**config.mk**
```make
export PLATFORM = sky130hd
export DESIGN_NAME = sll_64b_arb
export DESIGN_NICKNAME = d
export VERILOG_FILES = /design/src/rtl/sll_arb_pkg.sv /design/src/rtl/sll_64b.sv /design/src/rtl/sll_64b_arb.sv
export SDC_FILE = /design/constraint.sdc
export NUM_CORES = 1
export LEC_CHECK = 0
export ABC_CLOCK_PERIOD_IN_PS = 6300
export BUFFER_PORTS_ARGS = -buffer_cell sky130_fd_sc_hd__buf_2
export CORE_UTILIZATION = 55
export CTS_BUF_LIST = sky130_fd_sc_hd__clkbuf_4 sky130_fd_sc_hd__clkbuf_8
export DETAILED_ROUTE_END_ITERATION = 7
export PLACE_DENSITY = 0.81
export SLEW_MARGIN = 25
export SYNTH_ARGS = -nofsm -noshare
export SYNTH_HDL_FRONTEND = slang
export SYNTH_SLANG_ARGS = --single-unit
export TNS_END_PERCENT = 5
```
**constraint.sdc**
```tcl
create_clock -name clk_i -period 6.3 [get_ports clk_i]
set_input_delay 0 -clock clk_i [delete_from_list [all_inputs] [get_ports clk_i]]
set_output_delay 0 -clock clk_i [all_outputs]
set_load 0.005 [all_outputs]
```
**src/rtl/sll_arb_pkg.sv**
```systemverilog
// Shared constants and types for the round-robin arbiter in front of the shared 64-bit left shifter.
package sll_arb_pkg;

  localparam int SHIFT_W  = 6;
  localparam int DATA_W   = 64;
  localparam int ID_MAX_W = 3;

  typedef struct packed {
    logic [ID_MAX_W-1:0] id;
    logic [DATA_W-1:0]   data;
  } rsp_entry_t;

  // Index reached k steps upward from p, wrapping at n.
  function automatic int rr_index(input int p, input int k, input int n);
    return (p + k) % n;
  endfunction

endpackage

```
**src/rtl/sll_64b.sv**
```systemverilog
// 64-bit logical left shifter with optional output register.
// done_o marks the cycle in which data_o holds the result of an init_i request.
module sll_64b
  import sll_arb_pkg::*;
#(
  parameter logic OUT_REG = 1'b1
) (
  input  logic               clk_i,
  input  logic               rst_ni,
  input  logic               init_i,
  input  logic [SHIFT_W-1:0] shift_i,
  input  logic [DATA_W-1:0]  data_i,
  output logic               done_o,
  output logic [DATA_W-1:0]  data_o
);

  logic [DATA_W-1:0] w_shifted;
  assign w_shifted = data_i << shift_i;

  generate
    if (OUT_REG) begin : g_reg
      logic              r_done;
      logic [DATA_W-1:0] r_data;

      // Result register; holds zero while idle.
      always_ff @(posedge clk_i or negedge rst_ni) begin
        if (!rst_ni) begin
          r_done <= 1'b0;
          r_data <= '0;
        end else begin
          r_done <= init_i;
          r_data <= init_i ? w_shifted : '0;
        end
      end

      assign done_o = r_done;
      assign data_o = r_data;
    end else begin : g_comb
      logic w_unused_clk;
      assign w_unused_clk = clk_i ^ rst_ni;
      assign done_o       = init_i;
      assign data_o       = w_shifted;
    end
  endgenerate

endmodule

```
**src/rtl/sll_64b_arb.sv**
```systemverilog
// Round-robin arbiter sharing one sll_64b among N_REQ requesters; results come back
// in issue order through a credit-protected circular response FIFO.
module sll_64b_arb
  import sll_arb_pkg::*;
#(
  parameter int   N_REQ      = 4,
  parameter logic OUT_REG    = 1'b1,
  parameter int   FIFO_DEPTH = 2
) (
  input  logic                            clk_i,
  input  logic                            rst_i,
  input  logic [N_REQ-1:0]                req_valid_i,
  output logic [N_REQ-1:0]                req_ready_o,
  input  logic [N_REQ-1:0][SHIFT_W-1:0]   req_shift_i,
  input  logic [N_REQ-1:0][DATA_W-1:0]    req_data_i,
  output logic                            rsp_valid_o,
  input  logic                            rsp_ready_i,
  output logic [$clog2(N_REQ)-1:0]        rsp_id_o,
  output logic [DATA_W-1:0]               rsp_data_o
);

  localparam int ID_W  = (N_REQ > 1) ? $clog2(N_REQ) : 1;
  localparam int FP_W  = (FIFO_DEPTH > 1) ? $clog2(FIFO_DEPTH) : 1;
  localparam int CNT_W = $clog2(FIFO_DEPTH + 1);
  localparam logic [CNT_W-1:0] DEPTH_C = CNT_W'(FIFO_DEPTH);
  localparam logic [FP_W-1:0]  LAST_C  = FP_W'(FIFO_DEPTH - 1);

  logic [ID_W-1:0]    r_ptr;
  logic [CNT_W-1:0]   r_cnt;
  logic [CNT_W-1:0]   r_fcnt;
  logic [FP_W-1:0]    r_wr;
  logic [FP_W-1:0]    r_rd;
  rsp_entry_t         r_mem [FIFO_DEPTH];

  logic               w_found;
  logic               w_hit;
  logic [ID_W-1:0]    w_idx;
  logic [ID_W-1:0]    w_gnt_idx;
  logic               w_pop;
  logic               w_credit;
  logic               w_issue;
  logic               w_rst_n;
  logic               w_done;
  logic [DATA_W-1:0]  w_sh_data;
  logic [ID_W-1:0]    w_tag_out;
  logic               w_unused_id;

  // First valid requester at or above r_ptr, searching upward with wrap.
  always_comb begin
    w_found   = 1'b0;
    w_hit     = 1'b0;
    w_idx     = '0;
    w_gnt_idx = '0;
    for (int k = 0; k < N_REQ; k++) begin
      w_idx     = ID_W'(rr_index(int'(r_ptr), k, N_REQ));
      w_hit     = !w_found && req_valid_i[w_idx];
      w_gnt_idx = w_hit ? w_idx : w_gnt_idx;
      w_found   = w_found | w_hit;
    end
  end

  assign rsp_valid_o = (r_fcnt != '0);
  assign w_pop       = rsp_valid_o & rsp_ready_i;
  // A pop in the same cycle frees the slot a full credit count would otherwise block.
  assign w_credit    = (r_cnt < DEPTH_C) | w_pop;
  assign w_issue     = w_found & w_credit & ~rst_i;
  assign req_ready_o = w_issue ? (N_REQ'(1) << w_gnt_idx) : '0;
  assign w_rst_n     = ~rst_i;

  sll_64b #(
    .OUT_REG (OUT_REG)
  ) u_sll (
    .clk_i   (clk_i),
    .rst_ni  (w_rst_n),
    .init_i  (w_issue),
    .shift_i (w_issue ? req_shift_i[w_gnt_idx] : '0),
    .data_i  (w_issue ? req_data_i[w_gnt_idx] : '0),
    .done_o  (w_done),
    .data_o  (w_sh_data)
  );

  generate
    if (OUT_REG) begin : g_tag_reg
      logic [ID_W-1:0] r_tag;

      // One-stage tag pipe tracking the shifter's output register.
      always_ff @(posedge clk_i or posedge rst_i) begin
        if (rst_i) begin
          r_tag <= '0;
        end else begin
          r_tag <= w_issue ? w_gnt_idx : '0;
        end
      end

      assign w_tag_out = r_tag;
    end else begin : g_tag_comb
      assign w_tag_out = w_gnt_idx;
    end
  endgenerate

  // Pointer, credit and occupancy bookkeeping.
  always_ff @(posedge clk_i or posedge rst_i) begin
    if (rst_i) begin
      r_ptr  <= '0;
      r_cnt  <= '0;
      r_fcnt <= '0;
      r_wr   <= '0;
      r_rd   <= '0;
    end else begin
      r_ptr  <= w_issue ? ID_W'(rr_index(int'(w_gnt_idx), 1, N_REQ)) : r_ptr;
      r_cnt  <= r_cnt + CNT_W'(w_issue) - CNT_W'(w_pop);
      r_fcnt <= r_fcnt + CNT_W'(w_done) - CNT_W'(w_pop);
      r_wr   <= w_done ? ((r_wr == LAST_C) ? '0 : r_wr + FP_W'(1)) : r_wr;
      r_rd   <= w_pop  ? ((r_rd == LAST_C) ? '0 : r_rd + FP_W'(1)) : r_rd;
    end
  end

  // Response storage; cleared so the head reads as zero out of reset.
  always_ff @(posedge clk_i or posedge rst_i) begin
    if (rst_i) begin
      for (int i = 0; i < FIFO_DEPTH; i++) begin
        r_mem[i] <= '0;
      end
    end else if (w_done) begin
      r_mem[r_wr] <= '{id: ID_MAX_W'(w_tag_out), data: w_sh_data};
    end else begin
      r_mem[r_wr] <= r_mem[r_wr];
    end
  end

  assign rsp_id_o    = r_mem[r_rd].id[ID_W-1:0];
  assign rsp_data_o  = r_mem[r_rd].data;
  assign w_unused_id = ^r_mem[r_rd].id;

endmodule

```
==> impl_metrics.yaml <==
status:
  outcome: "finished clean"
timing:
  fin_crit_sh: 0.774
  setup_violations: 0
  whs_ps: 157
  hold_viol: 0
  finClkSkew_ps: 26.3
  rsz0062_at_grt: "no"
  final_max_slew_viol_count: 0
  relSlewSlack: 0.273
  finalSetupTns_ps: 0
  timing.final.crit_period_ps: 4870
  fmaxAchievable_mhz: 205
  tightest_slew_ps: 1090
synth:
  async_flop_share: 1.00
  synth_nets: 1781
  synth-warning-count: 0
  synth_most_common_cell: "dfrtp_1"
  synth_edf_count: 0
  synth_sequential_area_ratio: 0.359
  avgSynthCellArea_sq_um: 9.72
  synth_flop_cell: "dfrtp_1"
  ys_top_cells_by_count: "dfrtp_1 (207), mux2_2 (206), nand2_1 (195)"
  synth_area_sq_um: 14400
  synth_area_leaders: "dfrtp_1 (36%), mux2_2 (16%), mux2i_1 (9.9%)"
  netlist-cell-type-count: 73
  synth_seq_cells: 207
  syn_inst: 1486
  netlist.area_leader.share: 0.359
  yosys.area.top_type: "dfrtp_1"
route:
  drt-total-wl_microns: 57600
  num_vias: 14301
  viasPerCell: 6.70
  post-route-drc-count: 0
  wl_per_cell_microns: 26.9
  drt_iter0_drc: 1842
  drtPass1Iterations: 7
  detail-route-antenna-nets: 0
critical_path:
  cp_num_cells: 12
  critPathMaxFanout: 90
  start_kind: "flop"
  r2r_end: "u_sll.data_o[46]$_DFF_PP0_"
  path_delay_family: "compound AO/OA/AOI/OAI gates"
  cp_cell_sequence: "nor2b_2 -> a21o_1 -> a211oi_4 -> buf_4 -> a31o_4 -> buf_4 -> nor3_1 -> a21oi_1 -> o21ai_1 -> a21oi_1 -> o22a_1 -> o21ai_1"
  crit_slowest_cell: "buf_4"
  rrSetupSlack_ps: 1430
  startpoint: "r_ptr[0]$_DFFE_PP0P_"
  critPathRequiredTime_ps: 6720
  end_kind: "flop"
  rr_worst_depth: 12
  slowest_delay_ps: 740
  critPathKind: "flop to flop"
  reg2reg_from: "r_ptr[0]$_DFFE_PP0P_"
  cp.buffers_inverters: 2
  crit_path_end: "u_sll.data_o[46]$_DFF_PP0_"
  cp.arrival_ps: 5290
clock_tree:
  cts_buffers: 30
  cts_buffer_depth: 3
  cts_tree: "built"
  cts_htree_levels: 1
  worstSkewPairLatency_ps: 570
  path_clk_slew_ps: 70
  cts-root-buf: "clkbuf_8"
  cts_resized: 0
  cts.sinks: 207
floorplan:
  core-area_sq_um: 25500
  die_w_microns: 164
  die_h_microns: 164
  io_pins: 358
  die-area_sq_um: 26900
  start_util: 0.567
  num_rows: 58
global_route:
  grt.met3_usage: 0.0715
  grt_pass1_vias: 13647
  grt_use_met1: 0.565
  grt_overflow: 0
  grt_usage: 0.422
  use_met2: 0.667
  busiest_layer: "met2"
  grt_max_degree: 126
  grt_pass1_wl_microns: 84600
  antenna_found_initial: 6
layout:
  drive_above_1_share: 0.410
  multi_input_area_sq_um: 8650
  instances_no_fill: 2136
  seq_area_sq_um: 5180
  nets: 2077
  fillers: 1962
  design_area_sq_um: 17000
  area_growth_pct: 17.4
  fin_util: 0.666
place:
  port_buffers: 357
  postPlaceCellArea_sq_um: 16300
  dp_hpwl_microns: 43600
  placed_cells: 2078
  place.gp.congestion: 1.06
pwr:
  peakVddDrop_mv: 0.291
  p_leak_uw: 0.00864
  power_density_nw_per_um2: 531
run:
  cap_violations: 0
min_path:
  min_path_type: "input port to flop"
==> power breakdown <==
part	switching (uW)	internal (uW)
Clock	504	607
Sequential	254	1730
Combinational	3720	2190
==> cells by family after synthesis <==
| logic type | count (synthesis) | synth area share |
|---|---|---|
| xor gates and xnor gates | 6 | 0.00364 |
| AOI/OAI and AO/OA | 349 | 0.180 |
| buffers and inverters | 135 | 0.0465 |
| DFF | 207 | 0.359 |
| muxes | 357 | 0.270 |
| adders and majority gates | 8 | 0.00693 |
| and+or+nand+nor | 424 | 0.134 |
==> per-layer routing <==
| metal | up-vias | part of all wire | routed length, microns |
|---|---|---|---|
| met5 | - | 0.00023 | 13 |
| li1 | 6130 | - | - |
| met3 | 188 | 0.090 | 5190 |
| met2 | 967 | 0.46 | 26500 |
| met1 | 7014 | 0.40 | 23200 |
| met4 | 2 | 0.047 | 2700 |
==> registers in the layout (all words and copies together) (netlist names) <==
name,flops
r_fcnt,2
r_mem,132
r_wr,1
u_sll.data_o,64
r_rd,1
r_cnt,2
u_sll.done_o,1
r_ptr,2
g_tag_reg.r_tag,2
==> worst min-delay path by stage <==
| stage | start | to | slack (ps) | depth (start not counted) |
|---|---|---|---|---|
| after floorplan | rsp_ready_i | r_rd$_DFFE_PP0P_ | 190 | 2 |
| after global placement | rst_i | r_mem[65]$_DFFE_PP0P_ | 310 | 2 |
| after detailed placement | rst_i | r_mem[65]$_DFFE_PP0P_ | 340 | 2 |
| after CTS | req_shift_i[5] | u_sll.data_o[60]$_DFF_PP0_ | 110 | 5 |
| after global routing | req_shift_i[17] | u_sll.data_o[60]$_DFF_PP0_ | 160 | 5 |
| final | req_shift_i[17] | u_sll.data_o[60]$_DFF_PP0_ | 160 | 5 |
==> layout make-up <==
| type | instances | area share |
|---|---|---|
| Multi-Input combinational cell | 1144 | 0.510 |
| Sequential cell | 207 | 0.306 |
| Timing Repair Buffer | 389 | 0.120 |
| Clock buffer | 47 | 0.0334 |
| Tap cell | 330 | 0.0243 |
| Clock inverter | 4 | 0.00288 |
| Inverter | 10 | 0.00280 |
| Antenna cell | 5 | 0.000738 |
==> cell usage in the layout, fill, tap and decap left out, types with 8 or more instances in the layout <==
cell      count
clkbuf_8     34
a31oi_1      10
o22ai_1      37
o21ai_1      20
clkbuf_4     13
buf_4        29
nand3_1      26
nand2_1     194
a211oi_1     69
a31o_2       59
nor3_1       16
mux2_2      206
dfrtp_1     206
a22oi_1      25
buf_2       357
a21oi_1      25
nor2_1       73
and2_1        9
ha_1          8
o221ai_1     10
and3_1       69
mux2i_1     143
o21ai_0      22
==> stage by stage <==
step                total power, uW  setup WS [ps]
finish                         9010           1430
detailed placement             7610           1660
floorplan                      5860            648
CTS                            8760           1640
global route                   9340           1140
global placement               7580           1620
==> worst register-to-register path, stage by stage, from the launching register on <==
cell and delay (ps):
dfrtp_1 380, nor2b_2 80, a21o_1 190, a211oi_4 410, buf_4 740, a31o_4 640, buf_4 370, nor3_1 80
a21oi_1 480, o21ai_1 440, a21oi_1 590, o22a_1 240, o21ai_1 100
==> repair_timing <==
item                                   CTS  global route
buffers inserted                         0             0
hold buffers                             2             0
endpoints found under the hold margin  125             0
Note: power is estimated with default switching activity, not from simulation.
